## config.mk

```make
export PLATFORM = sky130hd
export DESIGN_NAME = rf_writeback_ctrl
export DESIGN_NICKNAME = d
export VERILOG_FILES = /design/src/rtl/rf_writeback_ctrl.sv
export SDC_FILE = /design/constraint.sdc
export NUM_CORES = 1
export LEC_CHECK = 0
export CAP_MARGIN = 40
export CORE_UTILIZATION = 40
export CTS_CLUSTER_SIZE = 25
export DETAILED_ROUTE_END_ITERATION = 6
export DONT_BUFFER_PORTS = 1
export PLACE_DENSITY_LB_ADDON = 0.1
export SYNTH_ARGS = -nofsm -noshare
export SYNTH_HDL_FRONTEND = slang
export SYNTH_SLANG_ARGS = --single-unit
```

## constraint.sdc

```tcl
create_clock -name clk_i -period 7.3 [get_ports clk_i]
set_input_delay 0.73 -clock clk_i [delete_from_list [all_inputs] [get_ports clk_i]]
set_output_delay 0.73 -clock clk_i [all_outputs]
set_load 0.02 [all_outputs]
```

## src/rtl/rf_writeback_ctrl.sv

```systemverilog
// Register-file write-port controller: merges ALU results with in-order load
// responses and keeps a scoreboard of pending load destinations for decode.
module rf_writeback_ctrl #(
  parameter int LQ_DEPTH = 4
) (
  input  logic        clk_i,
  input  logic        rst_ni,
  input  logic        alu_we_i,
  input  logic [4:0]  alu_rd_i,
  input  logic [31:0] alu_wd_i,
  input  logic        ld_issue_i,
  input  logic [4:0]  ld_issue_rd_i,
  output logic        ld_issue_ready_o,
  input  logic        ld_rsp_valid_i,
  input  logic [31:0] ld_rsp_data_i,
  output logic        ld_rsp_ready_o,
  input  logic [4:0]  dec_rs1_i,
  input  logic [4:0]  dec_rs2_i,
  input  logic [4:0]  dec_rd_i,
  output logic        stall_o,
  output logic        rf_we_o,
  output logic [4:0]  rf_waddr_o,
  output logic [31:0] rf_wdata_o
);

  localparam int PW = (LQ_DEPTH > 1) ? $clog2(LQ_DEPTH) : 1;
  localparam logic [PW:0] FULL_CNT = (PW + 1)'(LQ_DEPTH);
  localparam logic [PW-1:0] PTR_ONE = PW'(1);
  localparam logic [PW:0] CNT_ONE = (PW + 1)'(1);

  logic [4:0]          lq_rd_r   [LQ_DEPTH];
  logic [31:0]         lq_data_r [LQ_DEPTH];
  logic [LQ_DEPTH-1:0] lq_filled_r;
  logic [PW-1:0]       hd_r;
  logic [PW-1:0]       tl_r;
  logic [PW-1:0]       fp_r;
  logic [PW:0]         count_r;
  logic [31:0]         pending_r;
  logic                rf_we_r;
  logic                rf_ld_r;
  logic [4:0]          rf_waddr_r;
  logic [31:0]         rf_wdata_r;

  logic        issue_ready_s;
  logic        rsp_ready_s;
  logic        issue_s;
  logic        rsp_s;
  logic        alu_sel_s;
  logic        pop_s;
  logic [4:0]  head_rd_s;
  logic [31:0] head_data_s;
  logic        wr_we_s;
  logic        wr_ld_s;
  logic [4:0]  wr_addr_s;
  logic [31:0] wr_data_s;
  logic [31:0] pending_nxt_s;
  logic [PW:0] count_nxt_s;

  // When full, fp == tl is ambiguous; the fill flag at fp disambiguates.
  assign issue_ready_s = (count_r < FULL_CNT);
  assign rsp_ready_s   = (fp_r != tl_r) || ((count_r == FULL_CNT) && !lq_filled_r[fp_r]);
  assign issue_s       = ld_issue_i & issue_ready_s;
  assign rsp_s         = ld_rsp_valid_i & rsp_ready_s;
  assign alu_sel_s     = alu_we_i & (alu_rd_i != 5'd0);
  assign pop_s         = !alu_sel_s & lq_filled_r[hd_r];
  assign head_rd_s     = lq_rd_r[hd_r];
  assign head_data_s   = lq_data_r[hd_r];

  assign ld_issue_ready_o = issue_ready_s;
  assign ld_rsp_ready_o   = rsp_ready_s;
  assign stall_o          = pending_r[dec_rs1_i] | pending_r[dec_rs2_i] | pending_r[dec_rd_i];
  assign rf_we_o          = rf_we_r;
  assign rf_waddr_o       = rf_waddr_r;
  assign rf_wdata_o       = rf_wdata_r;

  // Write-port arbitration: ALU first, then a filled head entry.
  always_comb begin
    wr_we_s   = 1'b0;
    wr_ld_s   = 1'b0;
    wr_addr_s = rf_waddr_r;
    wr_data_s = rf_wdata_r;
    if (alu_sel_s) begin
      wr_we_s   = 1'b1;
      wr_addr_s = alu_rd_i;
      wr_data_s = alu_wd_i;
    end else if (pop_s && (head_rd_s != 5'd0)) begin
      wr_we_s   = 1'b1;
      wr_ld_s   = 1'b1;
      wr_addr_s = head_rd_s;
      wr_data_s = head_data_s;
    end else begin
      wr_we_s = 1'b0;
    end
  end

  // Scoreboard next state: the clear is applied first so a same-index set wins.
  always_comb begin
    pending_nxt_s = pending_r;
    if (rf_we_r && rf_ld_r) begin
      pending_nxt_s[rf_waddr_r] = 1'b0;
    end else begin
      pending_nxt_s = pending_r;
    end
    if (issue_s) begin
      pending_nxt_s[ld_issue_rd_i] = 1'b1;
    end else begin
      pending_nxt_s[0] = 1'b0;
    end
    pending_nxt_s[0] = 1'b0;
  end

  // Occupancy next state.
  always_comb begin
    count_nxt_s = count_r;
    case ({issue_s, pop_s})
      2'b10:   count_nxt_s = count_r + CNT_ONE;
      2'b01:   count_nxt_s = count_r - CNT_ONE;
      default: count_nxt_s = count_r;
    endcase
  end

  // Queue payload storage; contents are only meaningful while their entry is live.
  always_ff @(posedge clk_i) begin
    if (issue_s) begin
      lq_rd_r[tl_r] <= ld_issue_rd_i;
    end
    if (rsp_s) begin
      lq_data_r[fp_r] <= ld_rsp_data_i;
    end
  end

  // Queue control, scoreboard and registered write port.
  always_ff @(posedge clk_i or negedge rst_ni) begin
    if (!rst_ni) begin
      lq_filled_r <= '0;
      hd_r        <= '0;
      tl_r        <= '0;
      fp_r        <= '0;
      count_r     <= '0;
      pending_r   <= 32'd0;
      rf_we_r     <= 1'b0;
      rf_ld_r     <= 1'b0;
      rf_waddr_r  <= 5'd0;
      rf_wdata_r  <= 32'd0;
    end else begin
      if (issue_s) begin
        lq_filled_r[tl_r] <= 1'b0;
        tl_r              <= tl_r + PTR_ONE;
      end
      if (rsp_s) begin
        lq_filled_r[fp_r] <= 1'b1;
        fp_r              <= fp_r + PTR_ONE;
      end
      if (pop_s) begin
        lq_filled_r[hd_r] <= 1'b0;
        hd_r              <= hd_r + PTR_ONE;
      end
      count_r    <= count_nxt_s;
      pending_r  <= pending_nxt_s;
      rf_we_r    <= wr_we_s;
      rf_ld_r    <= wr_ld_s;
      rf_waddr_r <= wr_addr_s;
      rf_wdata_r <= wr_data_s;
    end
  end

endmodule

```

Word level (Yosys, flattened, before mapping)
Memories as Yosys holds them, arrays and structs flattened. Index checks and enable logic that the tools add are counted.

Memories kept: 2. Register bits after elaboration: 83. Logic and storage cells: 101. RAM bits: 148. Output and inout bits: 41. Input bits: 94.

Add/sub/neg operators: 5. Equality and inequality tests: 4. Bitwise gates (word level): 14. Reductions and logical operators: 15. Order comparisons: 14. Muxes and demuxes: 37.

Memory list: lq_data_r (depth 4, width 32, read ports 1, clocked after Yosys merged registers in 0, wr ports 1, RTL line 32) `logic [31:0] lq_data_r [LQ_DEPTH];`; lq_rd_r (depth 4, width 5, read ports 1, clocked after Yosys merged registers in 0, wr ports 1, RTL line 31) `logic [4:0] lq_rd_r [LQ_DEPTH];`.

Operators by type and width (count): two-way mux 32 bit (3); AND 32 bit (1); NOT 32 bit (1); bitwise OR 32 bit (1); two-way mux 31 bit (1); < comparator 5 x 6 -> 1 bit, second input constant (5); two-way mux 1 bit (17); binary-select mux 1 bit (select 5 bit) (3); two-way mux 4 bit (3); demux 1 bit (select 5 bit) (2); greater-or-equal comparator 5 x 1 -> 1 bit, second input constant (2); two-way mux 5 bit (2); nonzero test 5 bit (2); < comparator 2 x 3 -> 1 bit, second input constant (3); AND 4 bit (2); logical AND 1 bit (8); NOT 4 bit (2); adder 2 x 1 -> 2 bit, second input constant (3); demux 1 bit (select 2 bit) (3); greater-or-equal comparator 2 x 1 -> 1 bit, second input constant (3); case mux 3 bit (2 select lines) (1); AND 1 bit (4); binary-select mux 1 bit (select 2 bit) (2); bitwise OR 4 bit (1); other kinds (11) (14).

Depth between registers and ports, before layout
Gate-level depths: netlist (run 1).

Word-level depth: 11. Gate-level depth with buffers: 10. Depth with buffers taken out: 9.

Least setup slack after synthesis (run 1)
Ideal clock, no wire load.

Kind: reg-to-reg. Start: reg fp_r[0]. End: mem lq_data_r[0][0] (enable). Stages on the path, launching flop included: 4. Slack: 4.193 ns. Path buffers: 0. Library setup time: 0.393 ns. Arrival time: 2.714 ns. Clock period less this slack: 3.107 ns. Required time: 6.907 ns. Cell sequence: dfrtp_1 -> mux4_2 -> o311ai_1 -> and3_1.

Cells in the longest elaborated chain, start to end: 8. Elaborated cells between the ends (all ways): 9. Those cells by class: 1 x eq/ne; 4 x mux; 1 x bitwise; 3 x reduce/logical.

Ends and longest elaborated chain: start, declared (RTL line 36) `logic [PW-1:0] fp_r;`; start signal, assigned (RTL line 152) `fp_r <= fp_r + PTR_ONE;`; binary-select mux 1 bit (select 2 bit) (RTL line 61) `assign rsp_ready_s = (fp_r != tl_r) || ((count_r == FULL_CNT) && !lq_filled_r[fp_r]);`; two-way mux 1 bit (implied by the code) (RTL line 61); zero test 1 bit (RTL line 61); logical AND 1 bit (RTL line 61); logical OR 1 bit * (RTL line 61); net ld_rsp_ready_o (RTL line 16) `output logic ld_rsp_ready_o,`; AND 1 bit * (RTL line 63) `assign rsp_s = ld_rsp_valid_i & rsp_ready_s;`; two-way mux 1 bit * (RTL line 127) `if (rsp_s) begin`; two-way mux 1 bit (implied by the code) * (RTL line 128) `lq_data_r[fp_r] <= ld_rsp_data_i;`; end, declared (RTL line 32).

Mark *: on every way through the listed nets, which the timed path passes. The rest lies on a longest branch. The select of a mux whose other input is x is not followed.

Worst setup path after layout (run 1)
Start: reg fp_r[0]. End: out ld_rsp_ready_o.

Cells in the longest elaborated chain, start to end: 5. Elaborated cells between the ends (all ways): 6. Those cells by class: 1 x eq/ne; 2 x mux; 3 x reduce/logical.

Ends and longest elaborated chain (RTL line): binary-select mux 1 bit (select 2 bit) (61); two-way mux 1 bit (implied by the code) (61); zero test 1 bit (61); logical AND 1 bit (61); logical OR 1 bit * (61); end, declared (16).

Every way passes the cells marked *; elsewhere a longest branch is shown, timed or not. The select of a mux whose other input is x is not followed.

==> results.json, run 1 <==
{
  "outcome": "complete, no violations",
  "slew_headroom_pct": 55.3,
  "required_ns": 6.57,
  "worstSetupPathType": "register to output pin",
  "grt.total_usage_pct": 18.5,
  "grt_pass1_vias": 6111,
  "crit_chain": "mux4_2 -> o311ai_1 -> buf_2",
  "core_um2": 24500,
  "wl_um": 23200,
  "yosysSeqAreaShare_pct": 65.2,
  "rows": 57,
  "synth_nets": 713,
  "async_flop_share_pct": 35.9,
  "cp-end-kind": "output pin",
  "period_minus_slack_ns": 2.97,
  "grt_antenna_before_repair": 0,
  "ios": 135,
  "cp-start-kind": "register",
  "p_per_area_nw_per_um2": 429,
  "cts_setup_buffers": 0,
  "dpl-instance-area_um2": 10400,
  "cts_root_buf": "clkbuf_16",
  "drive_above_1_share_pct": 19.1,
  "postCtsResizedCells": 0,
  "cts_max_path_buffers": 3,
  "insertion_delay_ns": 0.52,
  "synth_edf_count": 148,
  "yosysWarnings": 0,
  "overflow": 0,
  "r2r_cells": 5,
  "synth_area_um2": 10000,
  "cts-hold-fix-buffers": 1,
  "hp-class": "input pin to asynchronous set/reset pin",
  "die_area_um2": 25700,
  "synthTopCellsByCount": "edfxtp_1, dfrtp_1, mux4_2, o21ai_0, nand2b_1",
  "nets": 720,
  "peakVddDrop_uv": 189,
  "cts_buffers": 26,
  "timing.fmax_mhz": 336,
  "viasPerCell": 5.79,
  "synth_top_cell_by_area": "edfxtp_1",
  "fin_tns_setup_ns": 0,
  "antenna_cells": 0,
  "finalSetupViolations": 0,
  "grt_max_degree": 84,
  "dr.pass1.iters": 5,
  "clkTransAtPathRegs_ns": 0.06,
  "avgSynthCellArea_um2": 16.5,
  "gp_congestion": 0.847,
  "wl_per_cell_um": 24.3,
  "start_util_pct": 40.9,
  "cts_tree": "yes",
  "slowest_stage": "mux4_2",
  "worst_path_largest_cell_delay_ns": 0.53,
  "yosys.cell_types.count": 43,
  "final_area_um2": 11300,
  "hpwl_um": 14900,
  "fin_ws_ns": 4.33,
  "finalHoldViolCount": 0,
  "clock-sinks": 231,
  "startpoint": "fp_r[0]",
  "rsz0062_at_grt": "no",
  "drc": 0,
  "rrSetupSlack_ns": 4.47,
  "numPortBuffers": 0,
  "leakagePower_nw": 3.80,
  "grt_pass1_wl_um": 36000,
  "vias": 5534,
  "ys_ff_latch": 231,
  "area_growth_pct": 12.6,
  "arrival_ns": 2.24,
  "yosysMostFrequentCell": "edfxtp_1",
  "netlist_instances": 605,
  "clock-skew-final_ns": 0.0121,
  "synth_area_leaders": "edfxtp_1, dfrtp_1, mux4_2",
  "r2r-start": "hd_r[0]",
  "drt_iter0_drc": 333,
  "r2r-end": "rf_wdata_o[8]",
  "dieHeight_um": 160,
  "die_w_um": 160,
  "tightest_slew_ns": 0.669,
  "ant_nets": 0,
  "synth_top_area_share_pct": 44.4,
  "cap_violations": 0,
  "finalMaxSlewViolations": 0,
  "pre_cts_ws_ns": 3.78,
  "post-route-period-util_pct": 40.7,
  "finalPower_w": 0.00483,
  "crit_fanout": 5,
  "htree_levels": 1,
  "synth_ff_type": "edfxtp_1"
}
[sequential cells by signal, indices dropped and copies added (netlist names), 3 cells and up]
signal,cells
lq_rd_r,20
rf_waddr_o,5
pending_r,31
rf_wdata_o,32
lq_filled_r,4
count_r,3
lq_data_r,128
[per-stage QoR]
stage	instances	util, %	hold WS [ns]
after floorplan	605	-	0.434
after global placement	902	42.1	0.438
after detailed placement	907	42.4	0.440
after CTS	956	46.1	0.125
after global routing	956	46.1	0.133
final	956	46.1	0.120
[layout by cell type (no fill, tap or decap), drive strengths merged]
cell      instances
edfxtp          148
clkbuf           35
xor2              1
or2               2
and3              5
mux2i            17
dfrtp            83
bufinv            2
nand2            19
nand4b            1
a22oi             5
nor3b             2
xnor2             7
or3               5
and2              2
nand2b           33
ha               13
o221a            32
inv              16
nor2b             1
nor2             11
or4               1
nand3b           10
nand4             3
or3b              4
a222oi            1
nand3             3
o211a             1
o21ai            69
buf               9
nor3              3
mux4             60
a21oi            14
clkinv            8
fa                1
clkinvlp          3
o311ai            2
[cell families after synthesis]
logic type	count (synthesis)	synth area share [%]
fa+ha+maj	14	1.83
buf+inv	46	2.06
simple gates	105	6.15
xor+xnor	8	0.700
mux	77	15.3
flops	231	65.2
compound gates	124	8.80
[how the worst max path moves through the flow]
| stage | end | depth (start not counted) |
|---|---|---|
| global placement | count_r[2] | 10 |
| finish | ld_rsp_ready_o | 3 |
| detailed placement | count_r[2] | 10 |
| floorplan | lq_data_r[0][0] | 3 |
| CTS | ld_rsp_ready_o | 3 |
| global route | count_r[2] | 10 |
[power breakdown]
group	internal, W	switching, W
logic	0.000642	0.000702
registers	0.00180	0.000401
clock network	0.000776	0.000507
[routing by layer]
metal  global-route usage [%]  share of wire (%)
met1                     22.5                 40
met2                     31.8                 49
met3                     5.19                8.1
met4                     5.54                2.8
met5                        0                  0
[worst max-delay path, delay by kind of cell, from the launching register on]
family,cells,cell delay [ns]
AO/OA/AOI/OAI,1,0.47
buffers and inverters,1,0.27
flip-flops,1,0.46
multiplexers,1,0.53
[cell type report]
class	count	area [um^2]
Clock buffer	35	736
Clock inverter	13	123
Fill cell	2095	13200
Inverter	16	60.1
Multi-Input combinational cell	328	3280
Sequential cell	231	6520
Tap cell	324	405
Timing Repair Buffer	9	135
(Power assumes the default switching activity.)
==> run 2: changes to the inputs <==
- clock period: 7.3 -> 2.6 ns (I/O delays scaled with it)
==> results.json, run 2 (same netlist as run 1, synthesis figures left out) <==
{
  "finalHoldViolCount": 0,
  "antenna_cells": 0,
  "insertion_delay_ns": 0.52,
  "core_um2": 24500,
  "die_w_um": 160,
  "cp-start-kind": "register",
  "arrival_ns": 2.23,
  "largest_reg_flops": 128,
  "cts_buffers": 26,
  "numPortBuffers": 0,
  "dieHeight_um": 160,
  "p_per_area_nw_per_um2": 1160,
  "hold_ws_ns": 0.0547,
  "grt_pass1_wl_um": 37700,
  "n_fill_cell": 2048,
  "die_area_um2": 25700,
  "drc": 0,
  "period_minus_slack_ns": 2.49,
  "grt_pass1_vias": 6424,
  "cap_violations": 0,
  "overflow": 0,
  "layout_commonest_cell": "edfxtp_1",
  "final_area_um2": 12300,
  "cts_max_path_buffers": 3,
  "final_cell_mix": "edfxtp_1, dfrtp_1, dlygate4sd3_1, mux4_2, o21ai_0",
  "outcome": "complete, no violations",
  "grt.total_usage_pct": 19.3,
  "nets": 811,
  "wl_per_cell_um": 22.9,
  "finalMaxSlewViolations": 0,
  "hpwl_um": 15400,
  "peakVddDrop_uv": 570,
  "htree_levels": 1,
  "gp_congestion": 0.863,
  "clock-skew-final_ns": 0.00872,
  "vias": 5877,
  "rows": 57,
  "final_core_util_pct": 50.1,
  "viasPerCell": 5.61,
  "area_growth_pct": 22.5,
  "drive_above_1_share_pct": 19.8,
  "hp-class": "input pin to register",
  "dpl-instance-area_um2": 10500,
  "cts_tree": "yes",
  "post-route-period-util_pct": 95.7,
  "clkTransAtPathRegs_ns": 0.06,
  "rsz0062_at_grt": "no",
  "cts_root_buf": "clkbuf_16",
  "cp-end-kind": "output pin",
  "grt_max_degree": 84,
  "required_ns": 2.34,
  "regMostFlops": "lq_data_r",
  "ios": 135,
  "slew_headroom_pct": 57.2,
  "dr.pass1.iters": 5,
  "timing.fmax_mhz": 402,
  "wl_um": 24000,
  "crit_fanout": 5,
  "drt_iter0_drc": 309,
  "tightest_slew_ns": 0.642,
  "clock-sinks": 231,
  "finalSetupViolations": 0,
  "ant_nets": 0,
  "start_util_pct": 40.9,
  "fin_tns_setup_ns": 0,
  "leakagePower_nw": 4.24,
  "grt_antenna_before_repair": 0,
  "worstSetupPathType": "register to output pin"
}
==> run 2: timing repair <==
item | in CTS | in global routing
resized for setup | 0 | 2
setup endpoints to repair | 0 | 33
endpoints found under the hold margin | 300 | 0
hold buffers | 78 | 0
setup buffers | 0 | 4
==> run 2: path summary, 6_finish.rpt <==
path                                        from             end  slack (ns)  depth (start not counted)
worst max-delay path                     fp_r[0]  ld_rsp_ready_o        0.11                          4
worst min-delay path            ld_issue_rd_i[2]    pending_r[6]        0.05                          2
worst max register to register           hd_r[0]  rf_wdata_o[16]        0.18                          5
worst min register to register        count_r[0]      count_r[0]        0.50                          1
max in group asynchronous                 rst_ni  rf_wdata_o[15]        1.92                          2
min in group asynchronous                 rst_ni    pending_r[3]        0.32                          2
==> run 2: through the flow <==
step                cells  total power (W)  worst slack, ns
finish               1047           0.0142            0.112
floorplan             605          0.00892           0.0434
global route         1047           0.0150           0.0253
detailed placement    917           0.0102           0.0346
CTS                  1043           0.0143           0.0250
global placement      917           0.0100            0.107
==> run 2: power breakdown <==
part / internal (W) / switching (W) / total (W)
Clock: 0.00245 / 0.00146 / 0.00391
Combinational: 0.00204 / 0.00206 / 0.00410
Sequential: 0.00506 / 0.00114 / 0.00619
Total: 0.00955 / 0.00466 / 0.0142
==> run 2: final cells by class <==
cell class,instances,area [um^2],area share [%]
Sequential cell,231,6520,53.2
Multi-Input combinational cell,328,3310,27.0
Timing Repair Buffer,100,1010,8.27
Clock buffer,30,707,5.77
Tap cell,324,405,3.31
Clock inverter,18,235,1.92
Inverter,16,60.1,0.490
==> run 2: worst max-delay path: stages, from the launching register on <==
cell      delay [ns]
dfrtp_1         0.46
mux4_2          0.57
o311ai_4        0.38
buf_4           0.18
buf_4           0.13
==> run 2: layer usage <==
layer	track usage, %	up-vias	part of all wire [%]
li1	-	2613	-
met1	24.9	3010	42
met2	33.1	218	50
met3	4.13	36	6.5
met4	4.50	0	1.8
met5	0	-	0
